===== src/rtl/hs_sync_pkg.sv =====
// Shared types and constants for the four-phase handshake synchronizer.
package hs_sync_pkg;

  typedef enum logic [1:0] {
    IDLE = 2'd0,
    REQ  = 2'd1,
    DROP = 2'd2
  } state_t;

  localparam logic RST_VAL         = 1'b0;
  localparam int   MIN_SYNC_STAGES = 2;

  function automatic bit stages_ok(input int s);
    return s >= MIN_SYNC_STAGES;
  endfunction

endpackage


===== src/rtl/hs_sync_chain.sv =====
// Enabled shift-register synchronizer chain with synchronous reset.
module hs_sync_chain
  import hs_sync_pkg::*;
#(
  parameter int DEPTH = 2
) (
  input  logic clk,
  input  logic rst,
  input  logic en,
  input  logic d,
  output logic q,
  output logic tap
);

  logic [DEPTH-1:0] sr;

  always_ff @(posedge clk) begin
    if (rst)     sr <= {DEPTH{RST_VAL}};
    else if (en) sr <= {sr[DEPTH-2:0], d};
  end

  assign q   = sr[DEPTH-1];
  // Second-to-last stage: lets the consumer see a rising edge one strobe early.
  assign tap = sr[DEPTH-2];

endmodule


===== src/rtl/hs_sync.sv =====
// Four-phase req/ack event synchronizer: edge detect, handshake FSM, pulse output.
module hs_sync
  import hs_sync_pkg::*;
#(
  parameter int SYNC_STAGES = 2
) (
  input  logic clkA,
  input  logic resetA,
  input  logic enB,
  input  logic inA,
  output logic outB_level,
  output logic outB_pulse,
  output logic busy
);

  if (!stages_ok(SYNC_STAGES)) begin : g_bad_stages
    $error("hs_sync: SYNC_STAGES must be >= %0d", MIN_SYNC_STAGES);
  end

  state_t state;
  logic   inA_d, req, ack_a, req_tap, ack_tap_unused;
  logic   rise;

  assign rise = inA & ~inA_d;

  hs_sync_chain #(.DEPTH(SYNC_STAGES)) u_req_chain (
    .clk (clkA),
    .rst (resetA),
    .en  (enB),
    .d   (req),
    .q   (outB_level),
    .tap (req_tap)
  );

  hs_sync_chain #(.DEPTH(SYNC_STAGES)) u_ack_chain (
    .clk (clkA),
    .rst (resetA),
    .en  (1'b1),
    .d   (outB_level),
    .q   (ack_a),
    .tap (ack_tap_unused)
  );

  // Rises arriving outside IDLE are dropped, not queued.
  always_ff @(posedge clkA) begin
    if (resetA) begin
      inA_d <= RST_VAL;
      state <= IDLE;
      req   <= RST_VAL;
      busy  <= RST_VAL;
    end else begin
      inA_d <= inA;
      case (state)
        IDLE: if (rise) begin
          state <= REQ;
          req   <= 1'b1;
          busy  <= 1'b1;
        end
        REQ: if (ack_a) begin
          state <= DROP;
          req   <= 1'b0;
        end
        DROP: if (!ack_a) begin
          state <= IDLE;
          busy  <= 1'b0;
        end
        default: begin
          state <= IDLE;
          req   <= 1'b0;
          busy  <= 1'b0;
        end
      endcase
    end
  end

  always_ff @(posedge clkA) begin
    if (resetA) outB_pulse <= RST_VAL;
    else        outB_pulse <= enB & req_tap & ~outB_level;
  end

endmodule


===== config.mk =====
export PLATFORM = sky130hd
export DESIGN_NAME = hs_sync
export DESIGN_NICKNAME = d
export VERILOG_FILES = /design/src/rtl/hs_sync_pkg.sv /design/src/rtl/hs_sync_chain.sv /design/src/rtl/hs_sync.sv
export SDC_FILE = /design/constraint.sdc
export NUM_CORES = 1
export LEC_CHECK = 0
export ABC_AREA = 1
export CAP_MARGIN = 20
export CORE_AREA = 3 3 40 42
export CTS_CLUSTER_DIAMETER = 50
export DETAILED_ROUTE_END_ITERATION = 10
export DIE_AREA = 0 0 43 45
export GPL_TIMING_DRIVEN = 1
export PLACE_DENSITY = 0.51
export SETUP_SLACK_MARGIN = 0.1
export SLEW_MARGIN = 20
export SYNTH_ARGS = -nofsm -noshare
export SYNTH_HDL_FRONTEND = slang
export SYNTH_SLANG_ARGS = --single-unit

===== constraint.sdc =====
create_clock -name clkA -period 1.55 [get_ports clkA]
set_input_delay 0.3875 -clock clkA [delete_from_list [all_inputs] [get_ports clkA]]
set_output_delay 0.3875 -clock clkA [all_outputs]
set_load 0.01 [all_outputs]

==> results.cfg, run 1 <==
[outcome]
status = completed

[synthesis]
synth_fa_ha_area_share_pct = 0
yosys.area_share.xor_xnor_pct = 0
synth-seq-cells = 10
synth_nets = 46
ys_seq_area_share_pct = 58.2
ys_types = 12
synthTopCellsByArea = dfxtp_1 58%, nand2_1 9.8%, nor2_1 7.6%
synth_simple_gate_area_share_pct = 28.0
synth_top_area_share_pct = 58.2
synth_compound_area_share_pct = 7.27
syn_inst = 42
syn_area_um2 = 344
synthMuxAreaShare_pct = 0
synth.largest_area_cell = dfxtp_1
syn_area_per_cell_um2 = 8.19
yosysWarnings = 0
synth_top_family_by_area = simple AND/OR/NAND/NOR gates

[placed_design]
numPlacedInstances = 63
gp_congestion = 0.622
port_buffers = 6
dp_hpwl_um = 432
pre_cts_slack_ns = 0.202

[pwr]
switchingPower_mw = 0.117
vdd_ir_drop_max_mv = 0.425
power_frac_clock_pct = 41.9
comb_power_share_pct = 7.4
power_leakage_nw = 0.202
swShare_pct = 21.3
seqPwrFrac_pct = 50.6
p_int_mw = 0.433
power_density_mw_per_mm2 = 1210

[routing]
wl_um = 567
drtIter0Drc = 0
drc = 0
num_vias = 273
routed_via_density = 4.07
firstDrtPassIters = 1
wl_per_cell_um = 8.46
antenna_left = 0

[critical_path]
cp_num_buf_inv = 1
worstSetupPathType = reg2out
startpoint_type = flip-flop
cp_max_fo = 3
cp.arrival_ns = 0.88
endpoint_kind = output pin
cp_data_required_time_ns = 1.16
crit_slowest_cell = dfxtp_1
path_delay_family = flip-flops
crit_chain = dlygate4sd2_1
critPathMaxStageDelay_ns = 0.35

[timing]
period_needed_ns = 1.27
max_slew_margin_pct = 83.5
worst_slack_ns = 0.283
drv_slew = 0
max_slew.worst_pin.slew_ns = 0.246
finClkSkew_ns = 0.00295
rsz0062_at_grt = no
fmax_ghz = 0.789
setup_tns_ns = 0
period_share_pct = 81.7
setup_viol = 0
hold_violations = 0
hold_ws_ns = 0.408

[finish]
drive_gt1_share_pct = 15.4
layout_commonest_cell = dfxtp_1
multiInputGateArea_um2 = 121
instances_no_fill = 67
layout_common_cells = 10 x dfxtp_1, 9 x nand2_1, 7 x nor2_1
regArea_um2 = 200
nNetsFinal = 57
fill_cells = 140
final_util_pct = 35.4
antenna_cells = 0
syn_to_final_growth_pct = 32.4

[grt]
overflow = 0
grt_pass1_wl_um = 1040
grt_pass1_vias = 258
grt_start_max_net_pins = 8
antenna_found_initial = 0
grtUsageTotal_pct = 8.03

[die]
die_w_um = 43
core-area_mm2 = 0.00128
die-area_mm2 = 0.00194
die_h_um = 45
std_cell_rows = 13
start_util_pct = 26.8
ios = 7

[clock_network]
cts_tree = built
cts-root-buf = clkbuf_4
insertion_delay_ns = 0.26
hold_buffers = 0
cts_setup_buffers = 0
path_clk_slew_ns = 0.07
htreeDepth = 1
clockBufferDepth = 2
numCtsBuffers = 3
clock_sinks = 10

[worst_hold_path]
hold_class = reg2reg

[flow_run]
max_cap_viol_count = 0
timing repair:
| item | in CTS | in global routing |
|---|---|---|
| endpoints found under the setup margin | 3 | 0 |
| endpoints found under the hold margin | 0 | 0 |
| gates resized for setup | 3 | 0 |
kinds of logic after synthesis:
logic type,count (synthesis)
and+or+nand+nor,21
buffers and inverters,6
AOI/OAI and AO/OA,5
DFF,10
flip-flops by register name, summed over array words and instances, names as in the netlist:
register        cells
u_ack_chain.sr      2
u_req_chain.sr      2
inA_d               1
req                 1
outB_pulse          1
state               2
busy                1
power groups by stage:
stage	sequential, mW	clock (mW)	combinational [mW]
after CTS	0.279	0.242	0.0416
after detailed placement	0.285	0	0.0441
after global placement	0.285	0	0.0448
after global routing	0.281	0.257	0.0460
after floorplan	0.285	0	0.0208
final	0.278	0.231	0.0408
synthesized netlist by cell type, drive strengths merged:
library cell and number:
nor2 9, inv 6, nand2 10, dfxtp 10
nor3b 1, nand3 1, o21ai 2, a21oi 3
stage by stage:
stage	power [mW]	instance area (µm²)
6_report	0.550	455
4_1_cts	0.562	455
2_1_floorplan	0.306	344
3_3_place_gp	0.329	423
3_5_place_dp	0.329	423
5_1_grt	0.584	455
worst paths after layout:
| kind | from | end | slack, ns | depth (start not counted) |
|---|---|---|---|---|
| max | u_req_chain.sr[1] | outB_level | 0.28 | 1 |
| min | u_ack_chain.sr[0] | u_ack_chain.sr[1] | 0.41 | 2 |
| max reg2reg | state[1] | busy | 0.74 | 3 |
| min reg2reg | u_ack_chain.sr[0] | u_ack_chain.sr[1] | 0.41 | 2 |
per-layer routing:
layer  part of all wire (%)  track usage (%)  up-vias
met1                     51             9.51      120
met5                      0                0        -
met3                    4.4             4.78        0
met2                     44             9.88        5
li1                       -                -      148
met4                      0             7.23        0
worst reg2reg max path, cell delays in order, from the launching register on:
cell and delay, ns:
dfxtp_1 0.35, nor2_2 0.16, nand2_2 0.08, a21oi_1 0.14
final cells by class:
class                   count  area share [%]
clock buffers               4            7.97
multi-input cells          26            26.6
well taps                  15            4.12
inverters                   6            4.95
repair buffers              6            12.4
flip-flops and latches     10            44.0
Power figures use the tool's default switching activity.
==> run 2, diff against run 1 <==
==> constraint.sdc (replaced) <==
create_clock -name clkA -period 1.2 [get_ports clkA]
set_input_delay 0.3 -clock clkA [delete_from_list [all_inputs] [get_ports clkA]]
set_output_delay 0.3 -clock clkA [all_outputs]
set_load 0.01 [all_outputs]
==> results.cfg, run 2 (same netlist as run 1, synthesis figures left out) <==
[outcome]
status = completed

[clock_network]
numCtsBuffers = 3
cts_tree = built
clockBufferDepth = 2
hold_buffers = 0
insertion_delay_ns = 0.26
path_clk_slew_ns = 0.06
clock_sinks = 10
htreeDepth = 1
cts-root-buf = clkbuf_4

[critical_path]
cp.arrival_ns = 0.71
rrSetupSlack_ns = 0.41
path_delay_family = flip-flops
cp_max_fo = 2
startpoint_type = flip-flop
crit_chain = buf_2
cp_num_buf_inv = 1
crit_slowest_cell = dfxtp_1
cp_data_required_time_ns = 0.90
endpoint_kind = output pin
critPathMaxStageDelay_ns = 0.32
r2r_end = state[0]
r2r-start = state[1]
worstSetupPathType = reg2out
r2r_cells = 3

[timing]
worst_slack_ns = 0.194
setup_viol = 0
period_share_pct = 83.8
period_needed_ns = 1.01
drv_slew = 0
max_slew.worst_pin.slew_ns = 0.156
rsz0062_at_grt = no
fmax_ghz = 0.994
max_slew_margin_pct = 89.5
finClkSkew_ns = 0.00502
hold_violations = 0
setup_tns_ns = 0

[flow_run]
max_cap_viol_count = 0

[placed_design]
port_buffers = 6
gp_congestion = 0.694
dp_hpwl_um = 443
numPlacedInstances = 66
pre_cts_slack_ns = 0.0289

[grt]
grt_pass1_wl_um = 986
grt_pass1_vias = 258
grtUsageTotal_pct = 7.34
grt_start_max_net_pins = 7
antenna_found_initial = 0
overflow = 0

[pwr]
swShare_pct = 21.1
seqPwrFrac_pct = 50.1
vdd_ir_drop_max_mv = 0.623
power_density_mw_per_mm2 = 1510
total_power_mw = 0.718
power_frac_clock_pct = 41.2
switchingPower_mw = 0.152
p_int_mw = 0.567
comb_power_share_pct = 8.7
power_leakage_nw = 0.215

[finish]
antenna_cells = 0
drive_gt1_share_pct = 28.6
instances_no_fill = 71
syn_to_final_growth_pct = 38.2
layout_common_cells = 9 x nand2_1, 9 x dfxtp_1, 7 x nor2_1
nNetsFinal = 61
reg_top3 = state (2), u_ack_chain.sr (2), u_req_chain.sr (2)

[routing]
wl_um = 564
routed_via_density = 3.97
num_vias = 282
drtIter0Drc = 6
antenna_left = 0
firstDrtPassIters = 2
wl_per_cell_um = 7.94
drc = 0

[die]
die_h_um = 45
ios = 7
core-area_mm2 = 0.00128
std_cell_rows = 13
start_util_pct = 26.8
die-area_mm2 = 0.00194
die_w_um = 43

[worst_hold_path]
hold-path-endpoint = u_ack_chain.sr[1]
holdCritStartpoint = u_ack_chain.sr[0]
hold_class = reg2reg
hold_depth = 2
==> run 2: cell types whose count changed in the layout (fill, tap and decap cells not counted), sizes merged <==
cell and delta:
dlygate4sd2 -3, buf +7
==> run 2: how the worst max path moves through the flow <==
stage	start	to	cells past startpoint
floorplan	state[1]	busy	3
global placement	inA	busy	5
detailed placement	inA	busy	5
CTS	busy	busy	1
global route	u_req_chain.sr[1]	outB_level	1
finish	u_req_chain.sr[1]	outB_level	1
==> run 2: power by group through the flow <==
stage          clock network [mW]  registers [mW]  logic [mW]
6_report                    0.296           0.360      0.0624
5_1_grt                     0.335           0.362      0.0692
4_1_cts                     0.310           0.361      0.0613
3_5_place_dp                    0           0.367      0.0641
3_3_place_gp                    0           0.368      0.0638
2_1_floorplan                   0           0.368      0.0268
==> run 2: what timing repair did <==
item | 4_1_cts | 5_1_grt
setup buffers | 0 | 1
endpoints found under the setup margin | 3 | 1
gates resized for setup | 12 | 1
==> run 2: layout make-up <==
| class | count | area (µm²) |
|---|---|---|
| inverters | 6 | 22.5 |
| repair buffers | 10 | 75.1 |
| flip-flops and latches | 10 | 201 |
| well taps | 15 | 18.8 |
| fillers | 139 | 810 |
| multi-input cells | 26 | 121 |
| clock buffers | 4 | 36.3 |
==> run 2: stage by stage <==
stage	instance area (µm²)	hold WS, ns	utilization [%]
2_1_floorplan	344	0.369	-
3_3_place_gp	445	0.394	34.7
3_5_place_dp	445	0.395	34.7
4_1_cts	474	0.404	36.9
5_1_grt	475	0.436	37.0
6_report	475	0.403	37.0
==> run 2: metal layers <==
metal  vias to the layer above  GRT usage (%)  part of all wire (%)
li1                        154              -                     -
met1                       123           7.26                    48
met2                         5           12.0                    46
met3                         0           4.78                   5.5
met4                         0           3.61                     0
met5                         -              0                     0
